===== src/rtl/fmul_accumulator.sv =====
// fmul_accumulator
//   Captures single-precision products on the multiplier's done strobe and
//   adds each one into a running IEEE-754 single-precision sum. The add runs
//   through a fixed three-state pipeline: ALIGN, ADD, NORM.
//   Denormal operands and results are flushed to zero.
//
// Ports
//   clk        system clock, rising edge
//   rst        asynchronous active-high reset
//   clear      synchronous clear of acc_out / count / err_flags; aborts an add
//   in_data    product word from the multiplier
//   in_flags   {over, under, zero, done}; bit 0 is the capture strobe
//   acc_out    accumulated sum
//   acc_valid  one-cycle pulse after acc_out is updated
//   busy       high while an add is in flight
//   count      products accepted since reset/clear (wraps)
//   err_flags  sticky {drop, in_over, in_under, acc_ovf}
//
// Build option
//   FMUL_ACC_RNE_EN  defined: round-to-nearest-even in NORM.
//                    undefined: truncate. Latency is the same in both builds.

module fmul_accumulator #(
    parameter int CNT_W = 16
) (
    input  logic             clk,
    input  logic             rst,
    input  logic             clear,
    input  logic [31:0]      in_data,
    input  logic [3:0]       in_flags,
    output logic [31:0]      acc_out,
    output logic             acc_valid,
    output logic             busy,
    output logic [CNT_W-1:0] count,
    output logic [3:0]       err_flags
);

    typedef enum logic [1:0] {S_IDLE, S_ALIGN, S_ADD, S_NORM} state_t;

    state_t r_state, w_next;

    logic        w_strobe, w_accept, w_drop, w_zero_op;
    logic [31:0] r_b;
    logic [26:0] r_ml, r_ms;
    logic [7:0]  r_exp;
    logic        r_sign, r_sub;
    logic [27:0] r_sum;

    // clear beats a simultaneous strobe
    assign w_strobe  = in_flags[0] & ~clear;
    assign w_accept  = w_strobe & (r_state == S_IDLE);
    assign w_drop    = w_strobe & (r_state != S_IDLE);
    assign w_zero_op = in_flags[3] | in_flags[2] | in_flags[1] | (in_data[30:23] == 8'd0);

    // ---------------- FSM ----------------
    always_ff @(posedge clk or posedge rst) begin
        if (rst) r_state <= S_IDLE;
        else     r_state <= w_next;
    end

    always_comb begin
        w_next = r_state;
        if (clear) begin
            w_next = S_IDLE;
        end else begin
            case (r_state)
                S_IDLE:  if (w_accept && !w_zero_op) w_next = S_ALIGN;
                S_ALIGN: w_next = S_ADD;
                S_ADD:   w_next = S_NORM;
                default: w_next = S_IDLE;
            endcase
        end
    end

    always_comb begin
        busy = (r_state != S_IDLE);
    end

    // ---------------- ALIGN ----------------
    logic        w_b_big;
    logic [26:0] w_ma, w_mb, w_ml, w_msr, w_msa, w_mask;
    logic [7:0]  w_el, w_d;

    always_comb begin
        // an accumulator with exponent 0 is zero, so its mantissa has no hidden bit
        w_ma    = (acc_out[30:23] == 8'd0) ? 27'd0 : {1'b1, acc_out[22:0], 3'b000};
        w_mb    = {1'b1, r_b[22:0], 3'b000};
        // strict compare so that equal magnitudes pick the accumulator
        w_b_big = r_b[30:0] > acc_out[30:0];
        w_ml    = w_b_big ? w_mb : w_ma;
        w_msr   = w_b_big ? w_ma : w_mb;
        w_el    = w_b_big ? r_b[30:23] : acc_out[30:23];
        w_d     = w_b_big ? (r_b[30:23] - acc_out[30:23]) : (acc_out[30:23] - r_b[30:23]);
        w_mask  = '0;
        if (w_d >= 8'd27) begin
            w_msa = {26'd0, |w_msr};
        end else begin
            w_mask = ~(27'h7FF_FFFF << w_d[4:0]);
            w_msa  = (w_msr >> w_d[4:0]) | {26'd0, |(w_msr & w_mask)};
        end
    end

    // ---------------- NORM ----------------
    logic [4:0]        w_lz;
    logic [26:0]       w_nm;
    logic signed [9:0] w_ne, w_fe;
    logic              w_rnd;
    logic [24:0]       w_m25;
    logic [31:0]       w_res;
    logic              w_ovf;
    logic              w_unused;

    always_comb begin
        w_lz = 5'd0;
        for (int i = 0; i < 27; i++) if (r_sum[i]) w_lz = 5'(26 - i);
    end

    always_comb begin
        if (r_sum[27]) begin
            w_nm = {r_sum[27:2], r_sum[1] | r_sum[0]};
            w_ne = $signed({2'b00, r_exp}) + 10'sd1;
        end else begin
            w_nm = r_sum[26:0] << w_lz;
            w_ne = $signed({2'b00, r_exp}) - $signed({5'd0, w_lz});
        end
`ifdef FMUL_ACC_RNE_EN
        w_rnd = w_nm[2] & (w_nm[1] | w_nm[0] | w_nm[3]);
`else
        w_rnd = 1'b0;
`endif
        // a rounding carry leaves mantissa 1.0, so the fraction is zero
        w_m25 = {1'b0, w_nm[26:3]} + {24'd0, w_rnd};
        w_fe  = w_m25[24] ? (w_ne + 10'sd1) : w_ne;
        w_ovf = 1'b0;
        if (r_sum == 28'd0) begin
            w_res = 32'd0;
        end else if (w_fe >= 10'sd255) begin
            w_res = {r_sign, 8'hFE, 23'h7F_FFFF};
            w_ovf = 1'b1;
        end else if (w_fe <= 10'sd0) begin
            w_res = {r_sign, 31'd0};
        end else begin
            w_res = {r_sign, w_fe[7:0], (w_m25[24] ? 23'd0 : w_m25[22:0])};
        end
    end

    assign w_unused = ^{w_m25[23], w_nm[2:0]};

    // ---------------- datapath / status ----------------
    always_ff @(posedge clk or posedge rst) begin
        if (rst) begin
            acc_out   <= 32'd0;
            acc_valid <= 1'b0;
            count     <= '0;
            err_flags <= 4'd0;
            r_b       <= 32'd0;
            r_ml      <= 27'd0;
            r_ms      <= 27'd0;
            r_exp     <= 8'd0;
            r_sign    <= 1'b0;
            r_sub     <= 1'b0;
            r_sum     <= 28'd0;
        end else begin
            acc_valid <= 1'b0;
            if (clear) begin
                acc_out   <= 32'd0;
                count     <= '0;
                err_flags <= 4'd0;
            end else begin
                if (w_drop) err_flags[3] <= 1'b1;
                if (w_accept) begin
                    count <= count + 1'b1;
                    if (in_flags[3]) err_flags[2] <= 1'b1;
                    if (in_flags[2]) err_flags[1] <= 1'b1;
                    // zero operands leave the sum unchanged
                    if (w_zero_op) acc_valid <= 1'b1;
                    else           r_b       <= in_data;
                end
                case (r_state)
                    S_ALIGN: begin
                        r_ml   <= w_ml;
                        r_ms   <= w_msa;
                        r_exp  <= w_el;
                        r_sign <= w_b_big ? r_b[31] : acc_out[31];
                        r_sub  <= r_b[31] ^ acc_out[31];
                    end
                    S_ADD: begin
                        r_sum <= r_sub ? ({1'b0, r_ml} - {1'b0, r_ms})
                                       : ({1'b0, r_ml} + {1'b0, r_ms});
                    end
                    S_NORM: begin
                        acc_out   <= w_res;
                        acc_valid <= 1'b1;
                        if (w_ovf) err_flags[0] <= 1'b1;
                    end
                    default: ;
                endcase
            end
        end
    end

endmodule


===== config.mk =====
export PLATFORM = sky130hd
export DESIGN_NAME = fmul_accumulator
export DESIGN_NICKNAME = d
export VERILOG_FILES = /design/src/rtl/fmul_accumulator.sv
export SDC_FILE = /design/constraint.sdc
export NUM_CORES = 1
export LEC_CHECK = 0
export BUFFER_PORTS_ARGS = -buffer_cell sky130_fd_sc_hd__buf_2
export CAP_MARGIN = 10
export CORE_MARGIN = 2
export CORE_UTILIZATION = 50
export DETAILED_ROUTE_END_ITERATION = 12
export GPL_TIMING_DRIVEN = 0
export PLACE_DENSITY = 0.74
export SLEW_MARGIN = 20
export SYNTH_ARGS = -nofsm -noshare
export SYNTH_HDL_FRONTEND = slang
export SYNTH_SLANG_ARGS = --single-unit

===== constraint.sdc =====
create_clock -name clk -period 10 [get_ports clk]
set_input_delay 1 -clock clk [delete_from_list [all_inputs] [get_ports clk]]
set_output_delay 1 -clock clk [all_outputs]
set_load 0.05 [all_outputs]

======== Yosys cells after proc, flatten, opt, wreduce, memory -nomap -nowiden ========
Cells that the tools add are included.
storage, ports and cells
  flip-flop bits (word level) ............. 179
  bits of input ports ..................... 39
cells by class
  add/sub/neg operators ................... 7
  bitwise gates (word level) .............. 13
  shift operators ......................... 3
  equal/unequal tests ..................... 4
  reduce and logical (&&, ||, !) cells .... 21
  magnitude comparators ................... 4
  mux-type cells .......................... 60
operator list
  operator                                            count
  2-to-1 mux 5 bit                                    27
  2-to-1 mux 27 bit                                   4
  2-to-1 mux 32 bit                                   3
  2-to-1 mux 31 bit                                   2
  OR reduction 27 bit                                 2
  2-to-1 mux 16 bit                                   2
  greater-than comparator 31 bit                      1
  adder 27 x 27 -> 28 bit                             1
  logical NOT 28 bit                                  1
  2-to-1 mux 28 bit                                   1
  subtractor 27 x 27 -> 28 bit                        1
  bitwise AND 27 bit                                  1
  NOT 27 bit                                          1
  OR 27 x 1 -> 27 bit                                 1
  left shift 27 x 5 -> 26 bit                         1
  left shift 27 x 5 -> 27 bit (first input constant)  1
  right shift 27 x 5 -> 27 bit                        1
  2-to-1 mux 26 bit                                   1
  adder 16 x 1 -> 16 bit (second input constant)      1
  logical NOT 8 bit                                   2
  2-to-1 mux 8 bit                                    2
  subtractor 8 bit                                    2
  nonzero test 2 bit                                  7
  2-to-1 mux 1 bit                                    12
  21 further kinds                                    34

======== Logic depth before layout (Yosys ltp) ========
Gate-level depths: netlist (run 1).
  depth after elaboration ................. 35
  depth in mapped cells ................... 25
  mapped depth without buffers ............ 21

======== Worst setup path before layout (run 1) ========
Ideal clock, no wire load.
  path kind ............................... reg2reg
  start point ............................. reg r_sum[20]
  end point ............................... reg acc_out[14]
  library setup time ...................... 133 ps
  arrival time ............................ 4913 ps
  slack ................................... 4954 ps
  cell stages (with the launch flop) ...... 26
  required time ........................... 9867 ps
  path through ............................ dfrtp_1 > clkbuf_1 > inv_1 > a21oi_1 > o21bai_1 > a21oi_1 > or2_2 > o41a_1 > clkbuf_1 > buf_2 > inv_1 > ha_1 > inv_1 > fa_1 > a21o_1 > a21oi_1 > o21ai_0 > o21ai_0 > xor2_1 > or4_1 > o31a_1 > and2_1 > buf_2 > buf_6 > a221oi_1 > nand3_1
between the ends
  longest elaborated chain between the ends .. 15
  elaborated cells on any way between the ends .. 19
RTL lines
  what                                      RTL line  source
  start, declared                           47        logic [27:0] r_sum;
  start signal, assigned                    188       r_sum <= r_sub ? ({1'b0, r_ml} - {1'b0, r_ms})
  2-to-1 mux 5 bit (7 in a row)             115       for (int i = 0; i < 27; i++) if (r_sum[i]) w_lz = 5'(26 - i);
  subtractor 8 x 5 -> 9 bit                 124       w_ne = $signed({2'b00, r_exp}) - $signed({5'd0, w_lz});
  2-to-1 mux 10 bit                         119       if (r_sum[27]) begin
  less-or-equal comparator 10 x 1 -> 1 bit  140       end else if (w_fe <= 10'sd0) begin
  2-to-1 mux 31 bit                         140
  2-to-1 mux 31 bit                         137       end else if (w_fe >= 10'sd255) begin
  2-to-1 mux 32 bit (*)                     135       if (r_sum == 28'd0) begin
  2-to-1 mux 32 bit (*)                     179       case (r_state)
  2-to-1 mux 32 bit (*)                     165       if (clear) begin
  end signal, assigned                      192       acc_out <= w_res;
  end, declared                             31        output logic [31:0] acc_out,
Every way passes the cells marked *; elsewhere a longest branch is shown, timed or not. The select of a mux whose other input is x is not followed.
A chain may end at the register's enable or synchronous reset.

======== Worst setup path in the final report (run 1) ========
  start point ............................. reg r_sum[13]
  end point ............................... reg acc_out[14]
between the ends
  longest elaborated chain between the ends .. 22
  elaborated cells on any way between the ends .. 26
RTL lines
  what                                      RTL line
  2-to-1 mux 5 bit (14 in a row)            115
  subtractor 8 x 5 -> 9 bit                 124
  2-to-1 mux 10 bit                         119
  less-or-equal comparator 10 x 1 -> 1 bit  140
  2-to-1 mux 31 bit                         140
  2-to-1 mux 31 bit                         137
  2-to-1 mux 32 bit (*)                     135
  2-to-1 mux 32 bit (*)                     179
  2-to-1 mux 32 bit (*)                     165
Marks and branches as above.

==> metrics.yaml, run 1 <==
crit_type: "flop to flop"
finClkSkew_ns: 0.0152
drtAntennaViolNets: 0
netlist.area_leader.share: 0.301
rr_startpoint: "r_sum[13]"
mappedNetlistNets: 1855
synth.distinct_cells: 89
die_area_um2: 30600
fin_cells: 2248
antennaDiodeCount: 0
async_reset_ff_frac: 1.00
finalCritPeriodShare: 0.619
die_y_um: 175
grt-ovfl-total: 0
cts_hold_buf: 0
wl_per_cell_um: 25.7
via_count: 14500
finalWirelength_mm: 57.8
cts_buffers: 17
drt-vias-per-instance: 6.44
post-cts-setup-buffer-count: 0
start_kind: "flop"
synth_cells: 1739
coreArea_um2: 28800
slew-limit-headroom: 0.320
n_fill_cell: 2674
clock-sinks: 176
crit_fanout: 10
ys_seq_elements: 176
min-delay-start: "err_flags[0]"
setup_slack_ns: 3.81
max_cap_violations: 0
syn_area_um2: 14600
dr.pass1.iters: 6
row_count: 62
synth_edf_count: 0
die_w_um: 175
setup-violations-final: 0
rsz0062_at_grt: "no"
cts_tree: "yes"
cp.arrival_ns: 6.53
h-tree-depth: 4
hp-class: "flop to flop"
drive_gt1_frac: 0.126
dp_hpwl_mm: 44.3
path_clk_slew_ns: 0.08
clock_latency_ns: 0.47
clockBufferDepth: 2
clock.fmax_ghz: 0.162
grt_pass1_wl_mm: 87.0
ys.warnings.count: 0
finalCriticalPeriod_ns: 6.19
dp_slack_ns: 3.91
finalHoldViolations: 0
avgSynthCellArea_um2: 8.41
setup.worst_path.start: "r_sum[13]"
placedCellCount: 2216
pin_count: 93
slew_violations: 0
yosysTopAreaCell: "dfrtp_1"
grt_pass1_vias: 13800
outcome: "finished, final reports clean"
track_usage: 0.379
layout.nets: 1967
drt_iter0_drc: 1516
place.gp.congestion: 0.989
cts_root_buf: "clkbuf_16"
synth_seq_area_share: 0.301
port_buffers: 92
setup_tns_ns: 0
synth_commonest_cells: "nand2_1, dfrtp_1, nor2_1"
worst_slew_pin_slew_ns: 1.01
ctsResizeCount: 0
synth_most_common_cell: "nand2_1"
worst_setup_path_end_kind: "flop"
cp.required_ns: 10.34
grt_max_degree: 98
synth_area_leaders: "dfrtp_1, mux2i_1, ha_1, nand2_1, o21ai_0"
drc: 0
ys.flop_type: "dfrtp_1"
hold-worst-slack_ns: 0.480
start_util: 0.508
area_growth_pct: 10.8
antenna_found_initial: 1
## critical path: stages, from the launching register on
cell and delay, ns:
dfrtp_1 0.36, clkbuf_1 0.29, nor4_1 0.56, o21ai_0 0.16
nand2_1 0.10, nand3_1 0.07, and3_1 0.23, inv_1 0.11
clkbuf_1 0.44, clkbuf_1 0.49, ha_1 0.37, a21o_1 0.18
a21oi_1 0.21, o21ai_0 0.16, o21ai_0 0.23, xor2_1 0.13
or4_1 0.54, o31a_1 0.39, and2_1 0.19, buf_2 0.18
buf_6 0.16, a221oi_1 0.39, nand3_1 0.12
## per-stage QoR
stage | utilization | instance area (µm²)
3_3_place_gp | 0.541 | 15600
5_1_grt | 0.563 | 16200
6_report | 0.563 | 16200
3_5_place_dp | 0.542 | 15600
4_1_cts | 0.563 | 16200
2_1_floorplan | - | 14600
## per-layer routing
metal  GRT usage  up-vias  wire (µm)
met5           0        -          0
li1            -     6591          -
met2       0.580      757      25600
met1       0.524     7031      24900
met4       0.132        0       1880
met3      0.0914      107       5380
## placed cells by master, fill, tap and decap left out, types with 9 or more instances in the layout
master	instances
o211ai_1	16
nor2b_1	16
nor2_1	142
a21o_1	23
inv_1	74
o22ai_1	9
mux2i_1	121
clkbuf_16	17
nand2b_1	16
mux4_2	12
mux2_2	47
dfrtp_1	176
a221oi_1	23
nor4_1	18
a21oi_1	122
or3_1	10
o21ai_1	17
xnor2_1	51
clkbuf_1	72
xor2_1	23
a31oi_1	26
o31ai_1	11
o2111ai_1	10
o21ai_0	134
nand3_1	38
o21a_1	11
nand2_1	182
and3_1	12
a22o_1	9
nor3_1	38
ha_1	74
a211oi_1	14
nand4_1	18
buf_1	12
a221o_1	10
buf_2	117
## layout make-up
cell class / instances / area, µm² / area share
Multi-Input combinational cell: 1368 / 9420 / 0.581
Sequential cell: 176 / 4400 / 0.272
Buffer: 115 / 500 / 0.0309
Timing Repair Buffer: 93 / 488 / 0.0301
Tap cell: 384 / 480 / 0.0296
Clock buffer: 18 / 439 / 0.0271
Inverter: 80 / 308 / 0.0190
Clock inverter: 14 / 170 / 0.0105
## path summary, 6_finish.rpt
path	cells after the start	end	slack [ns]
worst max-delay path	22	acc_out[14]	3.81
max in group asynchronous	3	r_b[6]	8.48
worst max register to register	22	acc_out[14]	3.81
worst min-delay path	1	err_flags[0]	0.48
worst min register to register	1	err_flags[0]	0.48
min in group asynchronous	2	r_sum[2]	0.59
## state kept, by name, summed over array words and instances, names as in the netlist
signal and flops:
acc_out 32, r_sign 1, r_ms 27, r_sub 1, r_sum 28, err_flags 4, r_exp 8, r_ml 24
acc_valid 1, count 16, r_state 2, r_b 32
## logic make-up after synthesis
| logic type | after synthesis | synth area share |
|---|---|---|
| adder cells (fa/ha/maj) | 78 | 0.0681 |
| multiplexers | 189 | 0.146 |
| AND/OR/NAND/NOR | 526 | 0.166 |
| buffers and inverters | 195 | 0.0548 |
| flip-flops | 176 | 0.301 |
| AO/OA/AOI/OAI | 500 | 0.219 |
| XOR/XNOR | 75 | 0.0454 |
Power of run 1 is not shown: default switching activity piles up to over one toggle a cycle in this logic, so the estimate is an artifact.
==> run 2, diff against run 1 <==
==> constraint.sdc (replaced) <==
create_clock -name clk -period 6.35 [get_ports clk]
set_input_delay 0.635 -clock clk [delete_from_list [all_inputs] [get_ports clk]]
set_output_delay 0.635 -clock clk [all_outputs]
set_load 0.05 [all_outputs]
==> run 2 against run 1 <==
Compared with the run above:
- global-route usage stayed put
- first-iteration DRC count grew 5.7%
- via count hardly changed
- setup slack worse by 3.4 ns
- cell count about the same
- fmax is 4.2% higher
- core utilization barely moved
- hold slack got worse by 0.26 ns
- critical endpoint unchanged
- highest routed layer unchanged
==> metrics.yaml, run 2 (synthesis results as in run 1) <==
outcome: "finished, final reports clean"
fin_cells: 2247
pin_count: 93
die_y_um: 175
finalCritPeriodShare: 0.936
cts_root_buf: "clkbuf_16"
crit_fanout: 10
setup_slack_ns: 0.407
slew-limit-headroom: 0.309
area_growth_pct: 10.9
worst_setup_path_end_kind: "flop"
finalCriticalPeriod_ns: 5.94
worst_slew_pin_slew_ns: 1.03
grt_pass1_wl_mm: 87.0
die_w_um: 175
post-cts-setup-buffer-count: 0
setup-violations-final: 0
slew_violations: 0
start_util: 0.508
n_fill_cell: 2673
max_cap_violations: 0
cts_tree: "yes"
h-tree-depth: 4
dp_slack_ns: 0.259
place.gp.congestion: 0.989
finClkSkew_ns: 0.0167
clock.fmax_ghz: 0.168
antennaDiodeCount: 0
hold-worst-slack_ns: 0.220
final_common_cell: "nand2_1"
mostFrequentLayoutCells: "nand2_1, dfrtp_1, nor2_1"
dp_hpwl_mm: 44.3
drive_gt1_frac: 0.127
top_regs: "acc_out (32), r_b (32), r_sum (28)"
wl_per_cell_um: 25.7
placedCellCount: 2216
antenna_found_initial: 1
die_area_um2: 30600
cp.required_ns: 6.70
drt_iter0_drc: 1602
port_buffers: 92
drtAntennaViolNets: 0
rsz0062_at_grt: "no"
crit_type: "flop to flop"
start_kind: "flop"
hp-class: "primary input to async pin"
drc: 0
layout.nets: 1966
finalWirelength_mm: 57.7
path_clk_slew_ns: 0.08
grt-ovfl-total: 0
rrSetupSlack_ns: 0.41
grt_max_degree: 98
ctsResizeCount: 0
clock_latency_ns: 0.47
clockBufferDepth: 2
cts_buffers: 17
clock-sinks: 176
cp.arrival_ns: 6.29
track_usage: 0.379
row_count: 62
dr.pass1.iters: 6
grt_pass1_vias: 13800
via_count: 14500
finalHoldViolations: 0
coreArea_um2: 28800
drt-vias-per-instance: 6.45
cts_hold_buf: 0
[run 2: stage by stage]
step	setup TNS [ns]	utilization	cell area, µm²
floorplan	0	-	14600
global placement	-188.63	0.541	15600
detailed placement	0	0.542	15600
CTS	0	0.563	16200
global route	0	0.564	16200
finish	0	0.564	16200
[run 2: cell type report]
class                      count  area [µm²]  share of cell area
clock inverter                14         170              0.0105
timing repair buffer          93         488              0.0301
multi-input combinational   1368        9430               0.582
clock buffer                  18         439              0.0271
buffer                       114         497              0.0306
inverter                      80         308              0.0190
sequential                   176        4400               0.272
tap                          384         480              0.0296
[run 2: path summary, 6_finish.rpt]
check | start | end | cells past startpoint
worst max-delay path | r_sum[13] | acc_out[14] | 22
worst min-delay path | rst | r_sum[2] | 2
worst max register to register | r_sum[13] | acc_out[14] | 22
worst min register to register | err_flags[0] | err_flags[0] | 1
max in group asynchronous | rst | r_b[6] | 3
min in group clk | in_data[0] | r_b[0] | 3
[run 2: layer usage]
metal | track usage | share of wire | vias up
li1 | - | - | 6601
met1 | 0.524 | 0.43 | 7021
met2 | 0.580 | 0.44 | 748
met3 | 0.0914 | 0.095 | 118
met4 | 0.132 | 0.034 | 0
met5 | 0 | 0 | -
[run 2: critical path: stages, from the launching register on]
cell and delay [ns]:
dfrtp_1 0.36, clkbuf_1 0.30, nor4_2 0.44, o21ai_0 0.14, nand2_1 0.09, nand3_1 0.07
and3_1 0.23, inv_1 0.10, clkbuf_1 0.44, clkbuf_1 0.49, ha_1 0.37, a21o_1 0.18
a21oi_1 0.21, o21ai_0 0.16, o21ai_0 0.23, xor2_1 0.13, or4_1 0.54, o31a_1 0.39
and2_1 0.19, buf_2 0.18, buf_6 0.16, a221oi_2 0.30, nand3_1 0.11
Power of run 2 is left out for the same reason.
==> run 3, diff against run 2 <==
--- a/config.mk
+++ b/config.mk
@@ -5,13 +5,14 @@
 export SDC_FILE = /design/constraint.sdc
 export NUM_CORES = 1
 export LEC_CHECK = 0
-export BUFFER_PORTS_ARGS = -buffer_cell sky130_fd_sc_hd__buf_2
 export CAP_MARGIN = 10
-export CORE_MARGIN = 2
+export CORE_MARGIN = 10
 export CORE_UTILIZATION = 50
 export DETAILED_ROUTE_END_ITERATION = 12
+export DONT_BUFFER_PORTS = 1
 export GPL_TIMING_DRIVEN = 0
-export PLACE_DENSITY = 0.74
+export PLACE_DENSITY = 0.71
+export RECOVER_POWER = 50
 export SLEW_MARGIN = 20
 export SYNTH_ARGS = -nofsm -noshare
 export SYNTH_HDL_FRONTEND = slang
==> run 3 against run 2 <==
Compared with the run above:
- the run now ends with max-capacitance violations, max-slew violations left
- via count down 1.1%
- non-clock buffer count down 91
- critical path depth down 3
- global-route usage down 6.7 points
==> metrics.yaml, run 3 (synthesis results as in run 1) <==
place.gp.congestion: 1.05
slew_violations: 179
violations: "max-capacitance violations, max-slew violations"
max_cap_violations: 2
finalCritPeriodShare: 0.941
via_count: 14300
finalHoldViolations: 0
finalWirelength_mm: 57.7
die_y_um: 191
grt_pass1_vias: 13700
dr.pass1.iters: 5
path_clk_slew_ns: 0.07
ctsResizeCount: 0
grt_pass1_wl_mm: 86.5
worst_slew_pin_slew_ns: 4.39
grt-ovfl-total: 0
fin_util: 0.546
track_usage: 0.312
worst_setup_path_end_kind: "flop"
post-cts-setup-buffer-count: 0
crit_fanout: 10
crit_type: "flop to flop"
row_count: 62
n_fill_cell: 2753
clock-sinks: 176
layout.nets: 1875
die_w_um: 191
cp.arrival_ns: 6.30
crit_chain: "clkbuf_1, nor4_1, and3_1, o21a_1, clkbuf_1, clkinvlp_4, clkbuf_1, ha_1, a21oi_1, o21ai_0, o21ai_1, xor2_1, or4_1, o31a_1, and2_1, buf_2, buf_6, a221oi_2, nand3_1"
wl_per_cell_um: 26.7
slew-limit-headroom: -1.94
drc: 0
dp_hpwl_mm: 44.9
cpMostUsedCell: "clkbuf_1"
h-tree-depth: 4
cts_buffers: 17
area_growth_pct: 7.49
top_regs: "acc_out (32), r_b (32), r_sum (28)"
clock_latency_ns: 0.46
pin_count: 93
cts_root_buf: "clkbuf_16"
port_buffers: 0
setup-violations-final: 0
path_buf_inv: 6
cts_hold_buf: 0
start_kind: "flop"
hp-class: "primary input to flop"
cp.required_ns: 6.68
drive_gt1_frac: 0.0824
crit_path_max_incr_delay_ns: 0.56
die_area_um2: 36500
clock.fmax_ghz: 0.167
coreArea_um2: 28800
rsz0062_at_grt: "no"
final_common_cell: "nand2_1"
clockBufferDepth: 2
worst_path_dominant_cell_family: "buffers and inverters"
rrSetupSlack_ns: 0.38
cts_tree: "yes"
finalCriticalPeriod_ns: 5.97
outcome: "finished with violations"
antenna_found_initial: 2
finClkSkew_ns: 0.0127
mostFrequentLayoutCells: "nand2_1, dfrtp_1, nor2_1"
start_util: 0.508
crit_slowest_cell: "clkbuf_1"
drt_iter0_drc: 1506
grt_max_degree: 97
drt-vias-per-instance: 6.65
drtAntennaViolNets: 0
run 3: cell count changes in the layout (fill, tap and decap cells not counted), moves of 2 or more:
cell	previous run	this run
buf_2	117	24
clkbuf_2	0	2
clkinv_2	0	3
inv_6	5	2
inv_8	4	0
run 3: path summary, 6_finish.rpt:
kind | from | end | cells after the start
setup reg to reg | r_sum[23] | acc_out[14] | 19
max in group asynchronous | rst | r_b[9] | 2
hold reg to reg | r_ml[5] | r_ml[5] | 2
setup / recovery | r_sum[23] | acc_out[14] | 19
hold / removal | in_data[27] | r_b[27] | 2
min in group asynchronous | rst | r_sum[3] | 1
run 3: through the flow:
step	instance area [µm²]	instances	TNS (ns)	hold slack (ns)	setup WS (ns)
floorplan	14600	1739	0	0.456	0.941
global placement	15100	2123	-167.21	0.475	-0.983
detailed placement	15100	2124	0	0.490	0.163
CTS	15700	2155	0	0.180	0.102
global route	15700	2155	0	0.312	0.0522
finish	15700	2156	0	0.295	0.377
run 3: final cells by class:
class                   count  area (µm²)  share of cell area
clock buffers              19         453              0.0288
flip-flops and latches    176        4400               0.280
clock inverters            12         134             0.00852
repair buffers              1        5.00            0.000318
inverters                  80         305              0.0194
multi-input cells        1368        9430               0.600
plain buffers             115         504              0.0321
well taps                 384         480              0.0306
diodes                      1        2.50            0.000159
run 3: routing by layer:
layer	share of wire	GRT usage
met1	0.43	0.425
met2	0.44	0.469
met3	0.099	0.0842
met4	0.032	0.101
met5	0	0
run 3: worst register-to-register path, cell delays in order (launching register included):
cell	delay, ns
dfrtp_1	0.36
clkbuf_1	0.27
nor4_1	0.48
and3_1	0.29
o21a_1	0.14
clkbuf_1	0.56
clkinvlp_4	0.46
clkbuf_1	0.37
ha_1	0.40
a21oi_1	0.22
o21ai_0	0.15
o21ai_1	0.17
xor2_1	0.12
or4_1	0.53
o31a_1	0.38
and2_1	0.19
buf_2	0.18
buf_6	0.16
a221oi_2	0.31
nand3_1	0.12
Power of run 3 is left out for the same reason.
